**src/rtl/ae_isa_pkg.sv**
```systemverilog
// ISA constants, instruction field positions and sequencer state encoding for the autoencoder core.
// Latency: n/a (package).
// Backpressure: n/a (package).
package ae_isa_pkg;

    localparam logic [3:0] OP_ADD  = 4'b0000;
    localparam logic [3:0] OP_SUB  = 4'b0001;
    localparam logic [3:0] OP_MUL  = 4'b0010;
    localparam logic [3:0] OP_WR   = 4'b0011;
    localparam logic [3:0] OP_SEL  = 4'b0100;
    localparam logic [3:0] OP_SIG  = 4'b0101;
    localparam logic [3:0] OP_RELU = 4'b0110;
    localparam logic [3:0] OP_DSIG = 4'b0111;
    localparam logic [3:0] OP_OUT  = 4'b1000;
    localparam logic [3:0] OP_LOOP = 4'b1001;
    localparam logic [3:0] OP_HALT = 4'b1010;
    localparam logic [3:0] OP_NOP  = 4'b1111;

    localparam int OP_LSB   = 12;
    localparam int DST_LSB  = 8;
    localparam int SRC1_LSB = 4;
    localparam int SRC2_LSB = 0;
    localparam int TGT_W    = 8;

    typedef enum logic [2:0] {
        S_IDLE,
        S_FETCH,
        S_DECODE,
        S_EXEC,
        S_DONE
    } seq_state_t;

    // Opcodes that are forwarded to the control unit rather than handled locally.
    function automatic logic is_dp_op(input logic [3:0] op);
        return (op <= OP_OUT) || (op == OP_NOP);
    endfunction

endpackage

```
**src/rtl/seq_loop_ctrl.sv**
```systemverilog
// Single-level loop counter: decides whether a LOOP instruction branches back to its target.
// Latency: take_branch is combinational on req; counter/active update on the next edge.
// Backpressure: none; a request is consumed in the cycle it is presented.
module seq_loop_ctrl #(
    parameter int CNT_W = 4
) (
    input  logic             clk,
    input  logic             rst_n,
    input  logic             clear,
    input  logic             req,
    input  logic [CNT_W-1:0] n,
    output logic             take_branch
);

    logic             active_q;
    logic [CNT_W-1:0] cnt_q;

    // First encounter arms the counter with N-1; later encounters count it down.
    assign take_branch = req && (active_q ? (cnt_q != '0) : (n != '0));

    always_ff @(posedge clk or negedge rst_n) begin
        if (!rst_n) begin
            active_q <= 1'b0;
            cnt_q    <= '0;
        end else if (clear) begin
            active_q <= 1'b0;
            cnt_q    <= '0;
        end else if (req) begin
            if (active_q) begin
                if (cnt_q != '0) begin
                    cnt_q <= cnt_q - CNT_W'(1);
                end else begin
                    active_q <= 1'b0;
                end
            end else if (n != '0) begin
                cnt_q    <= n - CNT_W'(1);
                active_q <= 1'b1;
            end
        end
    end

endmodule

```
**src/rtl/instr_sequencer.sv**
```systemverilog
// Program sequencer: fetches instructions, resolves LOOP/HALT locally, issues datapath ops downstream.
// Latency: 3 cycles per issued instruction (fetch, decode, exec); LOOP/illegal/HALT take 2.
// Backpressure: stall holds the EXEC issue with all outputs stable; ignored in other states.
module instr_sequencer
    import ae_isa_pkg::*;
#(
    parameter int OP_WIDTH = 4,
    parameter int ADDR_W   = 4,
    parameter int PC_W     = 8,
    parameter int INSTR_W  = OP_WIDTH + 3 * ADDR_W
) (
    input  logic                clk,
    input  logic                rst_n,
    input  logic                start,
    output logic                busy,
    output logic                done,
    output logic                illegal_op,
    output logic                imem_rd_en,
    output logic [PC_W-1:0]     imem_addr,
    input  logic [INSTR_W-1:0]  imem_rdata,
    input  logic                stall,
    output logic                issue_valid,
    output logic [OP_WIDTH-1:0] opcode,
    output logic [ADDR_W-1:0]   dst_addr,
    output logic [ADDR_W-1:0]   src1_addr,
    output logic [ADDR_W-1:0]   src2_addr
);

    seq_state_t          state_q, state_d;
    logic [PC_W-1:0]     pc_q, pc_d;
    logic                loop_req, loop_clr, take_branch;
    logic                load_issue, set_ill, clr_ill;
    logic [OP_WIDTH-1:0] dec_op;
    logic [PC_W-1:0]     dec_tgt;

    assign dec_op    = imem_rdata[OP_LSB +: OP_WIDTH];
    assign dec_tgt   = PC_W'(imem_rdata[TGT_W-1:0]);
    assign imem_addr = pc_q;

    seq_loop_ctrl #(.CNT_W(ADDR_W)) u_loop (
        .clk         (clk),
        .rst_n       (rst_n),
        .clear       (loop_clr),
        .req         (loop_req),
        .n           (imem_rdata[DST_LSB +: ADDR_W]),
        .take_branch (take_branch)
    );

    always_comb begin
        state_d    = state_q;
        pc_d       = pc_q;
        loop_req   = 1'b0;
        loop_clr   = 1'b0;
        load_issue = 1'b0;
        set_ill    = 1'b0;
        clr_ill    = 1'b0;
        case (state_q)
            S_IDLE: begin
                if (start) begin
                    pc_d     = '0;
                    loop_clr = 1'b1;
                    clr_ill  = 1'b1;
                    state_d  = S_FETCH;
                end
            end
            S_FETCH: state_d = S_DECODE;
            S_DECODE: begin
                if (is_dp_op(dec_op)) begin
                    load_issue = 1'b1;
                    state_d    = S_EXEC;
                end else if (dec_op == OP_LOOP) begin
                    loop_req = 1'b1;
                    pc_d     = take_branch ? dec_tgt : pc_q + PC_W'(1);
                    state_d  = S_FETCH;
                end else if (dec_op == OP_HALT) begin
                    state_d = S_DONE;
                end else begin
                    set_ill = 1'b1;
                    pc_d    = pc_q + PC_W'(1);
                    state_d = S_FETCH;
                end
            end
            S_EXEC: begin
                if (!stall) begin
                    pc_d    = pc_q + PC_W'(1);
                    state_d = S_FETCH;
                end
            end
            S_DONE:  state_d = S_IDLE;
            default: state_d = S_IDLE;
        endcase
    end

    // Status outputs are registered from the next state so they line up with the state they describe.
    always_ff @(posedge clk or negedge rst_n) begin
        if (!rst_n) begin
            state_q     <= S_IDLE;
            pc_q        <= '0;
            busy        <= 1'b0;
            done        <= 1'b0;
            illegal_op  <= 1'b0;
            imem_rd_en  <= 1'b0;
            issue_valid <= 1'b0;
            opcode      <= OP_WIDTH'(OP_NOP);
            dst_addr    <= '0;
            src1_addr   <= '0;
            src2_addr   <= '0;
        end else begin
            state_q     <= state_d;
            pc_q        <= pc_d;
            busy        <= (state_d == S_FETCH) || (state_d == S_DECODE) || (state_d == S_EXEC);
            done        <= (state_d == S_DONE);
            imem_rd_en  <= (state_d == S_FETCH);
            issue_valid <= (state_d == S_EXEC);
            if (clr_ill) begin
                illegal_op <= 1'b0;
            end else if (set_ill) begin
                illegal_op <= 1'b1;
            end
            if (load_issue) begin
                opcode    <= dec_op;
                dst_addr  <= imem_rdata[DST_LSB +: ADDR_W];
                src1_addr <= imem_rdata[SRC1_LSB +: ADDR_W];
                src2_addr <= imem_rdata[SRC2_LSB +: ADDR_W];
            end else if (state_d != S_EXEC) begin
                opcode <= OP_WIDTH'(OP_NOP);
            end
        end
    end

endmodule

```
**config.mk**
```make
export PLATFORM = sky130hd
export DESIGN_NAME = instr_sequencer
export DESIGN_NICKNAME = d
export VERILOG_FILES = /design/src/rtl/ae_isa_pkg.sv /design/src/rtl/seq_loop_ctrl.sv /design/src/rtl/instr_sequencer.sv
export SDC_FILE = /design/constraint.sdc
export NUM_CORES = 1
export LEC_CHECK = 0
export ABC_AREA = 1
export BUFFER_PORTS_ARGS = -buffer_cell sky130_fd_sc_hd__buf_2
export CAP_MARGIN = 20
export CORE_MARGIN = 2
export CORE_UTILIZATION = 45
export DETAILED_ROUTE_END_ITERATION = 6
export PLACE_DENSITY_LB_ADDON = 0.25
export RECOVER_POWER = 25
export SLEW_MARGIN = 20
export SYNTH_ARGS = -nofsm -noshare
export SYNTH_HDL_FRONTEND = slang
export SYNTH_SLANG_ARGS = --single-unit
```
**constraint.sdc**
```tcl
create_clock -name clk -period 2.8 [get_ports clk]
set_input_delay 0.42 -clock clk [delete_from_list [all_inputs] [get_ports clk]]
set_output_delay 0.42 -clock clk [all_outputs]
set_load 0.03 [all_outputs]
```
==> impl_metrics.yaml <==
layout:
  syn2layout_area_growth_pct: 18.1
  final_nets: 324
  final_util_pct: 54.4
  n_antenna_cell: 0
  design_area_um2: 2350
  layout-drive-gt1-share_pct: 27.1
clock_network:
  clkLatencyLatePin_ns: 0.29
  root_buffer: "clkbuf_8"
  cts.sinks: 37
  holdBufCountCts: 0
  postCtsSetupBuffers: 0
  post_cts_resized: 0
  htreeDepth: 2
  cts.clk_slew.worst_paths_ns: 0.07
  cts_buffer_depth: 2
  cts_made_buffers: 5
  cts_tree: "done"
setup_path:
  worst-setup-path-type: "in2async"
  worst_path_max_delay_cell: "clkbuf_1"
  path_delay_family: "buffers and inverters"
  r2r_cells: 10
  path_max_fanout: 37
  required_ns: 2.81
  crit_buf_inv: 1
  cp.depth: 1
  max_stage_delay_ns: 1.38
  cp.arrival_ns: 1.82
  path_cells: "clkbuf_1"
  cp-end-kind: "async pin"
  crit_path_start_kind: "input pin"
  reg2reg_slack_ns: 1.03
yosys:
  ys_seq_elements: 37
  synthTopCellsByArea: "dfrtp_1 41%, nand2_1 16%, inv_1 5.5%"
  synthXorXnorAreaFrac_pct: 1.76
  ys_warn_count: 0
  synth_area_um2: 1990
  synth_fa_ha_area_share_pct: 1.26
  synth_top_family_by_area: "simple AND/OR/NAND/NOR gates"
  synthesis.nets: 272
  syn_inst: 250
  yosysTopAreaCell: "dfrtp_1"
  syn_area_per_cell_um2: 7.97
  synthMuxAreaShare_pct: 0
  ys_seq_area_share_pct: 46.7
  synth_compound_gate_area_share_pct: 6.53
  synth.distinct_cells: 29
  yosys.area_share.simple_pct: 35.1
  yosys.area.top_type_share_pct: 41.4
sta:
  fmax_ghz: 0.554
  fin_skew_ns: 0.00788
  final.period_utilization_pct: 64.4
  max_slew_margin_pct: -30.5
  rsz0062_at_grt: "no"
  tightest_slew_ns: 1.96
  finalSetupTns_ns: 0
  setup_viol: 0
  period_minus_slack_ns: 1.80
  hold_viol: 0
  drv_slew: 38
detailed_routing:
  drtIter0Drc: 76
  ant_nets: 0
  wl_per_cell_um: 12.3
  drt-total-wl_um: 4350
  drtPass1Iterations: 4
  viasPerCell: 4.87
  drc_errors: 0
  vias: 1729
power:
  clkPwrFrac_pct: 15.5
  internal_power_mw: 1.29
  p_leak_nw: 1.31
  swShare_pct: 47.3
  p_seq_share_pct: 35.4
  vdd_drop_max_uv: 537
  powerDensity_nw_per_um2: 1040
  switchingPower_mw: 1.16
  p_comb_share_pct: 49.2
run:
  max_cap_viol_count: 1
grt:
  grt_usage_pct: 19.8
  grt_pass1_wl_um: 7820
  grt_pass1_vias: 1759
  gr-total-overflow: 0
  grt_start_max_net_pins: 38
  antenna_found_initial: 0
worst_hold_path:
  min_path_type: "in2reg"
  min_path_cells: 3
place:
  place_area_um2: 2260
  place.gp.congestion: 0.825
  dp_hpwl_um: 3260
  io_buffer_count: 48
die:
  ios: 49
  die_y_um: 70.6
  initial_core_util_pct: 46.1
  placementRows: 24
  dieArea_um2: 4980
  core_um2: 4320
  dieWidth_um: 70.6
run_status:
  failed_checks: "capacitance limit, slew limit"
  status: "complete, but fails checks"
[cells in the mapped netlist]
| library cell | number |
|---|---|
| nor3_1 | 3 |
| o21ai_2 | 1 |
| nand4_1 | 2 |
| inv_1 | 29 |
| inv_4 | 1 |
| nor2_2 | 5 |
| xor2_1 | 4 |
| o21ai_0 | 10 |
| or2_2 | 1 |
| nand3_1 | 20 |
| o31ai_1 | 1 |
| nand2_4 | 2 |
| nor2_8 | 2 |
| dfstp_2 | 4 |
| o21ai_1 | 1 |
| a21oi_1 | 5 |
| nand2_1 | 86 |
| o2111ai_1 | 1 |
| nand3_2 | 2 |
| o22ai_1 | 4 |
| nand2_2 | 4 |
| dfrtp_1 | 33 |
| ha_1 | 2 |
| nor2_1 | 15 |
| inv_2 | 4 |
| buf_6 | 3 |
| inv_6 | 1 |
| or2_0 | 2 |
| nand3_4 | 2 |
[stage by stage]
step	setup WS, ns	power [mW]	instances	hold slack (ns)
after global placement	1.06	2.07	347	0.460
after global routing	0.551	2.67	355	0.342
after CTS	0.986	2.48	355	0.254
after floorplan	1.22	1.79	250	0.124
after detailed placement	0.948	2.09	347	0.466
final	0.996	2.45	355	0.344
[layout make-up]
cell class	instances	area [um^2]
inverters	35	139
clock buffers	8	90.1
fillers	440	1970
repair buffers	48	239
multi-input cells	175	890
flip-flops and latches	37	931
well taps	52	65.1
[cells by family after synthesis]
logic type / Yosys count
flip-flops: 37
AO/OA/AOI/OAI: 23
buffers and inverters: 38
adder cells (fa/ha/maj): 2
AND/OR/NAND/NOR: 146
XOR/XNOR: 4
[path summary, 6_finish.rpt]
check	start	end
setup / recovery	rst_n	u_loop.active_q$_DFFE_PN0P_
min in group asynchronous	rst_n	imem_addr[5]$_DFFE_PN0P_
hold reg to reg	dst_addr[1]$_DFFE_PN0N_	dst_addr[1]$_DFFE_PN0N_
hold / removal	imem_rdata[6]	src1_addr[2]$_DFFE_PN0N_
max in group clk	state_q[0]$_DFF_PN0_	imem_addr[6]$_DFFE_PN0P_
setup reg to reg	state_q[0]$_DFF_PN0_	imem_addr[6]$_DFFE_PN0P_
[tightest hold or removal path, delay by kind of cell]
kind,cells,cell delay [ns]
buffers and inverters,1,0.09
and+or+nand+nor,2,0.10
[flip-flops by register name, indices dropped and copies added, names as in the netlist]
register / flops
src2_addr: 4
issue_valid: 1
src1_addr: 4
u_loop.cnt_q: 4
illegal_op: 1
opcode: 4
imem_addr: 8
done: 1
state_q: 3
imem_rd_en: 1
busy: 1
u_loop.active_q: 1
dst_addr: 4
[layout by cell type (no fill, tap or decap)]
master	netlist	final
clkbuf_1	0	3
nand2_4	2	2
inv_6	1	1
dfrtp_1	33	33
or2_2	1	1
o21ai_2	1	1
o2111ai_1	1	1
o21ai_1	1	1
nand2_2	4	4
nand3_1	20	20
nor3_1	3	3
nor2_2	5	5
nand3_2	2	2
o22ai_1	4	4
clkbuf_8	0	6
o21ai_0	10	10
inv_4	1	1
inv_2	4	4
nand2_1	86	86
inv_1	29	29
xor2_1	4	4
a21oi_1	5	5
o31ai_1	1	1
nand3_4	2	2
dfstp_2	4	4
nor2_1	15	15
buf_2	0	47
nand4_1	2	2
or2_0	2	2
ha_1	2	2
nor2_8	2	2
[power by group through the flow]
stage	Combinational [mW]	Sequential, mW	Clock [mW]
after floorplan	0.633	1.16	0
after global placement	1.19	0.877	0
after detailed placement	1.22	0.877	0
after CTS	1.22	0.870	0.391
after global routing	1.34	0.897	0.426
final	1.21	0.867	0.379
[per-layer routing]
layer | GRT usage, % | vias to the layer above | share of wire (%)
met2 | 32.4 | 42 | 46
li1 | - | 891 | -
met4 | 5.87 | 0 | 1.1
met3 | 5.41 | 5 | 5.1
met5 | 0 | - | 0
met1 | 25.9 | 791 | 48
Note: power is estimated with default switching activity, not from simulation.
